**src/rtl/serial_exec_ctrl.sv**
```systemverilog
// serial_exec_ctrl
//   Sequencer for a bit-serial execution unit. An accepted instruction walks
//   through its phases. READ_A, then READ_B or LOAD_IMM, then EXEC and WRITE
//   each last WIDTH cycles. A one-cycle DONE follows. All datapath enables
//   are decoded from the current state and the bit counter.
//
//   Optional feature: define SERIAL_REG_WB_EN to drive reg_write_en during
//   WRITE. When it is not defined, reg_write_en is tied to 0.
//
// Ports
//   clk, rstn              clock, asynchronous active-low reset
//   start                  execute request, sampled only in IDLE
//   opcode[3:0]            bit3=1 immediate form, bit3=0 register form
//   rs1, rs2, rd [AW-1:0]  source / destination register addresses
//   busy                   high in every state except IDLE
//   done, illegal          completion pulse; illegal qualifies done
//   reg_addr [AW-1:0]      register-file address for the current phase
//   reg_read_en            register-file shift-out enable
//   reg_write_en           register-file shift-in enable
//   imm_shift_en           immediate shift enable
//   acc_shift_en           accumulator shift enable
//   alu_op[1:0]            00 ADD/SUB, 01 XOR, 10 AND, 11 OR
//   sub_en                 invert operand B
//   carry_init             load the carry flop
//   carry_en               update the carry flop
//   bit_idx [CW-1:0]       bit position in the active phase
//   dbg_state[2:0]         current FSM state, for observation
module serial_exec_ctrl #(
    parameter int WIDTH = 8,
    parameter int AW    = 3,
    localparam int CW   = (WIDTH > 1) ? $clog2(WIDTH) : 1
) (
    input  logic          clk,
    input  logic          rstn,
    input  logic          start,
    input  logic [3:0]    opcode,
    input  logic [AW-1:0] rs1,
    input  logic [AW-1:0] rs2,
    input  logic [AW-1:0] rd,
    output logic          busy,
    output logic          done,
    output logic          illegal,
    output logic [AW-1:0] reg_addr,
    output logic          reg_read_en,
    output logic          reg_write_en,
    output logic          imm_shift_en,
    output logic          acc_shift_en,
    output logic [1:0]    alu_op,
    output logic          sub_en,
    output logic          carry_init,
    output logic          carry_en,
    output logic [CW-1:0] bit_idx,
    output logic [2:0]    dbg_state
);

    typedef enum logic [2:0] {
        S_IDLE, S_READ_A, S_READ_B, S_LOAD_IMM, S_EXEC, S_WRITE, S_DONE
    } state_t;

    state_t        state_q, state_d;
    logic [CW-1:0] cnt_q, cnt_d;
    logic [3:0]    op_q;
    logic [AW-1:0] rs1_q, rs2_q, rd_q;
    logic          accept;
    logic          last_bit;

    function automatic logic is_legal(input logic [3:0] op);
        case (op)
            4'b0000, 4'b0001, 4'b0100, 4'b0101, 4'b0110,
            4'b1000, 4'b1001, 4'b1010, 4'b1011, 4'b1100: is_legal = 1'b1;
            default:                                     is_legal = 1'b0;
        endcase
    endfunction

    function automatic logic [1:0] alu_decode(input logic [3:0] op);
        case (op)
            4'b0110, 4'b1100: alu_decode = 2'b01;   // XOR / XORI
            4'b0101, 4'b1011: alu_decode = 2'b10;   // AND / ANDI
            4'b0100, 4'b1010: alu_decode = 2'b11;   // OR  / ORI
            default:          alu_decode = 2'b00;   // ADD / SUB / ADDI / SUBI
        endcase
    endfunction

    assign last_bit = (cnt_q == CW'(WIDTH - 1));

    always_ff @(posedge clk or negedge rstn) begin
        if (!rstn) begin
            state_q <= S_IDLE;
            cnt_q   <= '0;
            op_q    <= '0;
            rs1_q   <= '0;
            rs2_q   <= '0;
            rd_q    <= '0;
        end else begin
            state_q <= state_d;
            cnt_q   <= cnt_d;
            if (accept) begin
                op_q  <= opcode;
                rs1_q <= rs1;
                rs2_q <= rs2;
                rd_q  <= rd;
            end
        end
    end

    // Next state. The counter wraps to 0 on the same edge that leaves a
    // phase, so every serial phase starts at bit 0.
    always_comb begin
        state_d = state_q;
        cnt_d   = cnt_q;
        accept  = 1'b0;
        case (state_q)
            S_IDLE: begin
                if (start) begin
                    accept  = 1'b1;
                    state_d = is_legal(opcode) ? S_READ_A : S_DONE;
                end
            end
            S_READ_A, S_READ_B, S_LOAD_IMM, S_EXEC, S_WRITE: begin
                cnt_d = last_bit ? '0 : cnt_q + 1'b1;
                if (last_bit) begin
                    case (state_q)
                        S_READ_A:            state_d = op_q[3] ? S_LOAD_IMM : S_READ_B;
                        S_READ_B, S_LOAD_IMM: state_d = S_EXEC;
                        S_EXEC:              state_d = S_WRITE;
                        default:             state_d = S_DONE;
                    endcase
                end
            end
            S_DONE:  state_d = S_IDLE;
            default: state_d = S_IDLE;
        endcase
    end

    // Outputs depend only on registered state. Reset therefore drives them
    // all to 0 immediately.
    always_comb begin
        busy         = 1'b0;
        done         = 1'b0;
        illegal      = 1'b0;
        reg_addr     = '0;
        reg_read_en  = 1'b0;
        reg_write_en = 1'b0;
        imm_shift_en = 1'b0;
        acc_shift_en = 1'b0;
        alu_op       = 2'b00;
        sub_en       = 1'b0;
        carry_init   = 1'b0;
        carry_en     = 1'b0;
        bit_idx      = '0;
        case (state_q)
            S_READ_A: begin
                busy        = 1'b1;
                reg_read_en = 1'b1;
                reg_addr    = rs1_q;
                bit_idx     = cnt_q;
            end
            S_READ_B: begin
                busy        = 1'b1;
                reg_read_en = 1'b1;
                reg_addr    = rs2_q;
                bit_idx     = cnt_q;
            end
            S_LOAD_IMM: begin
                busy         = 1'b1;
                imm_shift_en = 1'b1;
                bit_idx      = cnt_q;
            end
            S_EXEC: begin
                busy       = 1'b1;
                alu_op     = alu_decode(op_q);
                sub_en     = (op_q == 4'b0001) || (op_q == 4'b1001);
                carry_init = (cnt_q == '0);
                carry_en   = 1'b1;
                bit_idx    = cnt_q;
            end
            S_WRITE: begin
                busy         = 1'b1;
                acc_shift_en = 1'b1;
                reg_addr     = rd_q;
`ifdef SERIAL_REG_WB_EN
                reg_write_en = 1'b1;
`else
                reg_write_en = 1'b0;
`endif
                bit_idx      = cnt_q;
            end
            S_DONE: begin
                busy    = 1'b1;
                done    = 1'b1;
                illegal = !is_legal(op_q);
            end
            default: ;
        endcase
    end

    assign dbg_state = state_q;

endmodule

```
**config.mk**
```make
export PLATFORM = sky130hd
export DESIGN_NAME = serial_exec_ctrl
export DESIGN_NICKNAME = d
export VERILOG_FILES = /design/src/rtl/serial_exec_ctrl.sv
export SDC_FILE = /design/constraint.sdc
export NUM_CORES = 1
export LEC_CHECK = 0
export ABC_AREA = 1
export BUFFER_PORTS_ARGS = -buffer_cell sky130_fd_sc_hd__buf_2
export CAP_MARGIN = 10
export CORE_MARGIN = 10
export CORE_UTILIZATION = 43
export CTS_CLUSTER_SIZE = 8
export DETAILED_ROUTE_END_ITERATION = 8
export PLACE_DENSITY = 0.7
export SYNTH_ARGS = -nofsm -noshare
export SYNTH_HDL_FRONTEND = slang
export SYNTH_SLANG_ARGS = --single-unit
```
**constraint.sdc**
```tcl
create_clock -name clk -period 1.58 [get_ports clk]
set_input_delay 0.237 -clock clk [delete_from_list [all_inputs] [get_ports clk]]
set_output_delay 0.237 -clock clk [all_outputs]
set_load 0.01 [all_outputs]
```
==> metrics.md <==
| Metric | Value |
|---|---|
| Crit Path Category | flip-flop to output port |
| Hold Violations, Final | 0 |
| Via/cell ratio | 4.745 |
| Count of cell types in the netlist | 23 |
| Worst EP required | 1340 ps |
| Routed Antenna Nets | 0 |
| Mapped Area | 1124 µm² |
| Avg Cell Area, Syn | 7.111 µm² |
| DRT iter0 DRCs | 40 |
| Final setup fails | 8 |
| Vias in the first global route | 1208 |
| Worst r2r path cells | 9 |
| Pleak | 0.9241 nW |
| Post-route DRC | 0 |
| Total CTS buffers | 3 |
| Reg2reg end | dbg_state[2] |
| Worst Path Buf+Inv | 2 |
| CTS tree | done |
| Wire per inst | 12.97 µm |
| CTS root buf | clkbuf_4 |
| RSZ-0062 raised after global routing | yes |
| Failing checks | negative setup slack |
| N_diodes | 0 |
| Post-synthesis mux area share | 0 |
| Slowest cell on crit path | dfrtp_2 |
| Tcrit/Tclk final | 1.027 |
| Reg clk slew, reported paths | 110 ps |
| DIE AREA | 5057 µm² |
| Clk_skew | 4.748 ps |
| Crit path largest cell delay | 490 ps |
| Register area share after synthesis | 0.4232 |
| First-pass GRT wire length | 5202 µm |
| Post-Synth XOR/XNOR Area | 0 |
| Most frequent cells in the layout | 53 x nand2_1, 33 x buf_2, 18 x nand3_1 |
| Worst r2r src | cnt_q[1] |
| Largest area contributor in the netlist | dfrtp_1 |
| Post-route minimum period | 1623 ps |
| Layout fillers | 213 |
| Mapped Nets | 177 |
| DP HPWL | 2194 µm |
| Largest net degree at the start of global routing | 20 |
| Startpoint Class | flip-flop |
| Grt total ovfl | 0 |
| Total wire length | 3152 µm |
| Ratio of cells with drive above 1 in the final layout | 0.4460 |
| Highest Clock Rate | 616.2 MHz |
| Simple-gate area share of the yosys netlist | 0.3898 |
| TritonRoute pass-1 iters | 4 |
| CP Capture Type | output port |
| FF+latch count, synth | 19 |
| # IOs | 37 |
| Synthesized instance count | 158 |
| Max-cap violations | 0 |
| RD Place Congestion | 0.8306 |
| Worst setup margin | -42.76 ps |
| Crit path cell chain | buf_4 -> nand3_1 -> a211oi_2 -> buf_2 |
| Synth-to-layout area growth | 45.88% |
| Yosys warns | 0 |
| Total Routing Usage GR | 0.1228 |
| Initial antenna violation count | 0 |
| Detailed-route via count | 1153 |
| Final core occ | 0.6616 |
| Largest family of logic cells by synthesized area | simple AND/OR/NAND/NOR gates |
| Die H | 71.12 µm |
| WHS Path Cells | 3 |
| Row cnt | 18 |
| Compound-gate portion of the synthesized area | 0.05568 |
| Crit Path Max Fanout | 6 |
| Class of the worst hold path | input pin to flip-flop |
| Initial Util | 0.4535 |
| # H-tree levels | 1 |
| Maximum buffer depth of the clock tree | 2 |
| Status | finished with violations |
| HP Start | rd[2] |
| CTS sink count | 19 |
| Synth Area in Adders | 0.03341 |
| Worst reg2reg setup slack | 150 ps |
| CP arrival | 1390 ps |
| Quantity of I/O buffers inserted on ports | 35 |
| Cell Pwr Density | 2046 nW/µm² |
| Core area | 2477 µm² |
| Top post-synthesis cells by area | dfrtp_1 42%, nand2_1 19%, nand3_1 8.5% |
| Slew Viols, Final | 0 |
| Worst-case hold path end point | rd_q[2] |
| Final net count | 233 |
| Setup TNS | -187.5 ps |
| Top delay family on crit path | flip-flops |
| Die W | 71.12 µm |
| Share of the synthesized area in the top cell type | 0.4232 |
| Clk_lat worst skew | 290 ps |
| Most common cell after layout, fill and taps aside | nand2_1 |
| Max VDD drop | 0.001121 V |
worst max-delay path by stage:
stage               slack, ps         start  cells past startpoint          end
detailed placement        150  dbg_state[0]                      4    alu_op[0]
finish                    -40  dbg_state[1]                      4      illegal
CTS                       -20  dbg_state[1]                      4    alu_op[0]
global placement          190  dbg_state[0]                      4    alu_op[1]
global route             -140  dbg_state[0]                      6  reg_addr[0]
floorplan                 230  dbg_state[0]                      3       sub_en
registers in the layout, summed over array words and instances (netlist names):
| register | count |
|---|---|
| dbg_state | 3 |
| rs2_q | 3 |
| rd_q | 3 |
| rs1_q | 3 |
| cnt_q | 3 |
| op_q | 4 |
tightest hold or removal path, cell delays in order:
cell	delay (ps)
buf_2	70
nand3_1	60
nand2_1	60
per-layer routing:
metal	track usage	routed length [µm]
met5	0	0
met4	0.05161	38
met3	0.04463	207
met2	0.2028	1625
met1	0.1394	1280
kinds of logic (layout without fill, tap and decap cells):
family                   count (synthesis)  in the layout
AO/OA/AOI/OAI                           12             12
adder cells (fa/ha/maj)                  3              3
buffers and inverters                   24             79
flip-flops                              19             19
other                                    1              1
AND/OR/NAND/NOR                         99             99
cell usage after synthesis:
| cell type | n |
|---|---|
| a211oi_1 | 1 |
| a21oi_1 | 5 |
| buf_2 | 1 |
| buf_4 | 2 |
| buf_6 | 1 |
| clkbuf_1 | 1 |
| conb_1 | 1 |
| dfrtp_1 | 19 |
| ha_1 | 3 |
| inv_1 | 16 |
| inv_2 | 3 |
| nand2_1 | 56 |
| nand2_2 | 4 |
| nand2_4 | 1 |
| nand3_1 | 19 |
| nand3_2 | 1 |
| nor2_1 | 12 |
| nor2_2 | 1 |
| nor2_4 | 1 |
| nor3_1 | 2 |
| nor3b_1 | 1 |
| nor4_1 | 1 |
| o21ai_0 | 6 |
stage by stage:
stage / setup WS, ps / power [mW] / instance area, µm² / hold slack (ps) / std cells
6_report: -42.76 / 3.353 / 1639 / 164.5 / 243
5_1_grt: -144.6 / 3.688 / 1639 / 146.2 / 243
4_1_cts: -21.70 / 2.971 / 1501 / 159.1 / 236
3_5_place_dp: 153.4 / 2.400 / 1309 / 202.3 / 219
3_3_place_gp: 193.7 / 2.347 / 1309 / 200.0 / 219
2_1_floorplan: 229.3 / 1.949 / 1124 / -58.59 / 158
repair_timing:
item	CTS	global route
resized for setup	21	28
hold endpoints to repair	19	0
hold buffers	1	0
endpoints found under the setup margin	14	15
buffers inserted	12	7
pin swaps	4	5
cell type report:
class	count	area, µm²	share of cell area
multi-input combinational	115	649.4	0.3962
sequential	19	479.2	0.2924
timing repair buffer	56	366.6	0.2237
inverter	19	78.83	0.04809
tap	30	37.54	0.02290
clock buffer	3	22.52	0.01374
clock inverter	1	5.005	0.003053
power breakdown:
group | internal [mW] | switching (mW)
Sequential | 0.727 | 0.221
Clock | 0.0941 | 0.152
Combinational | 0.950 | 1.21
Note: power is estimated with default switching activity, not from simulation.
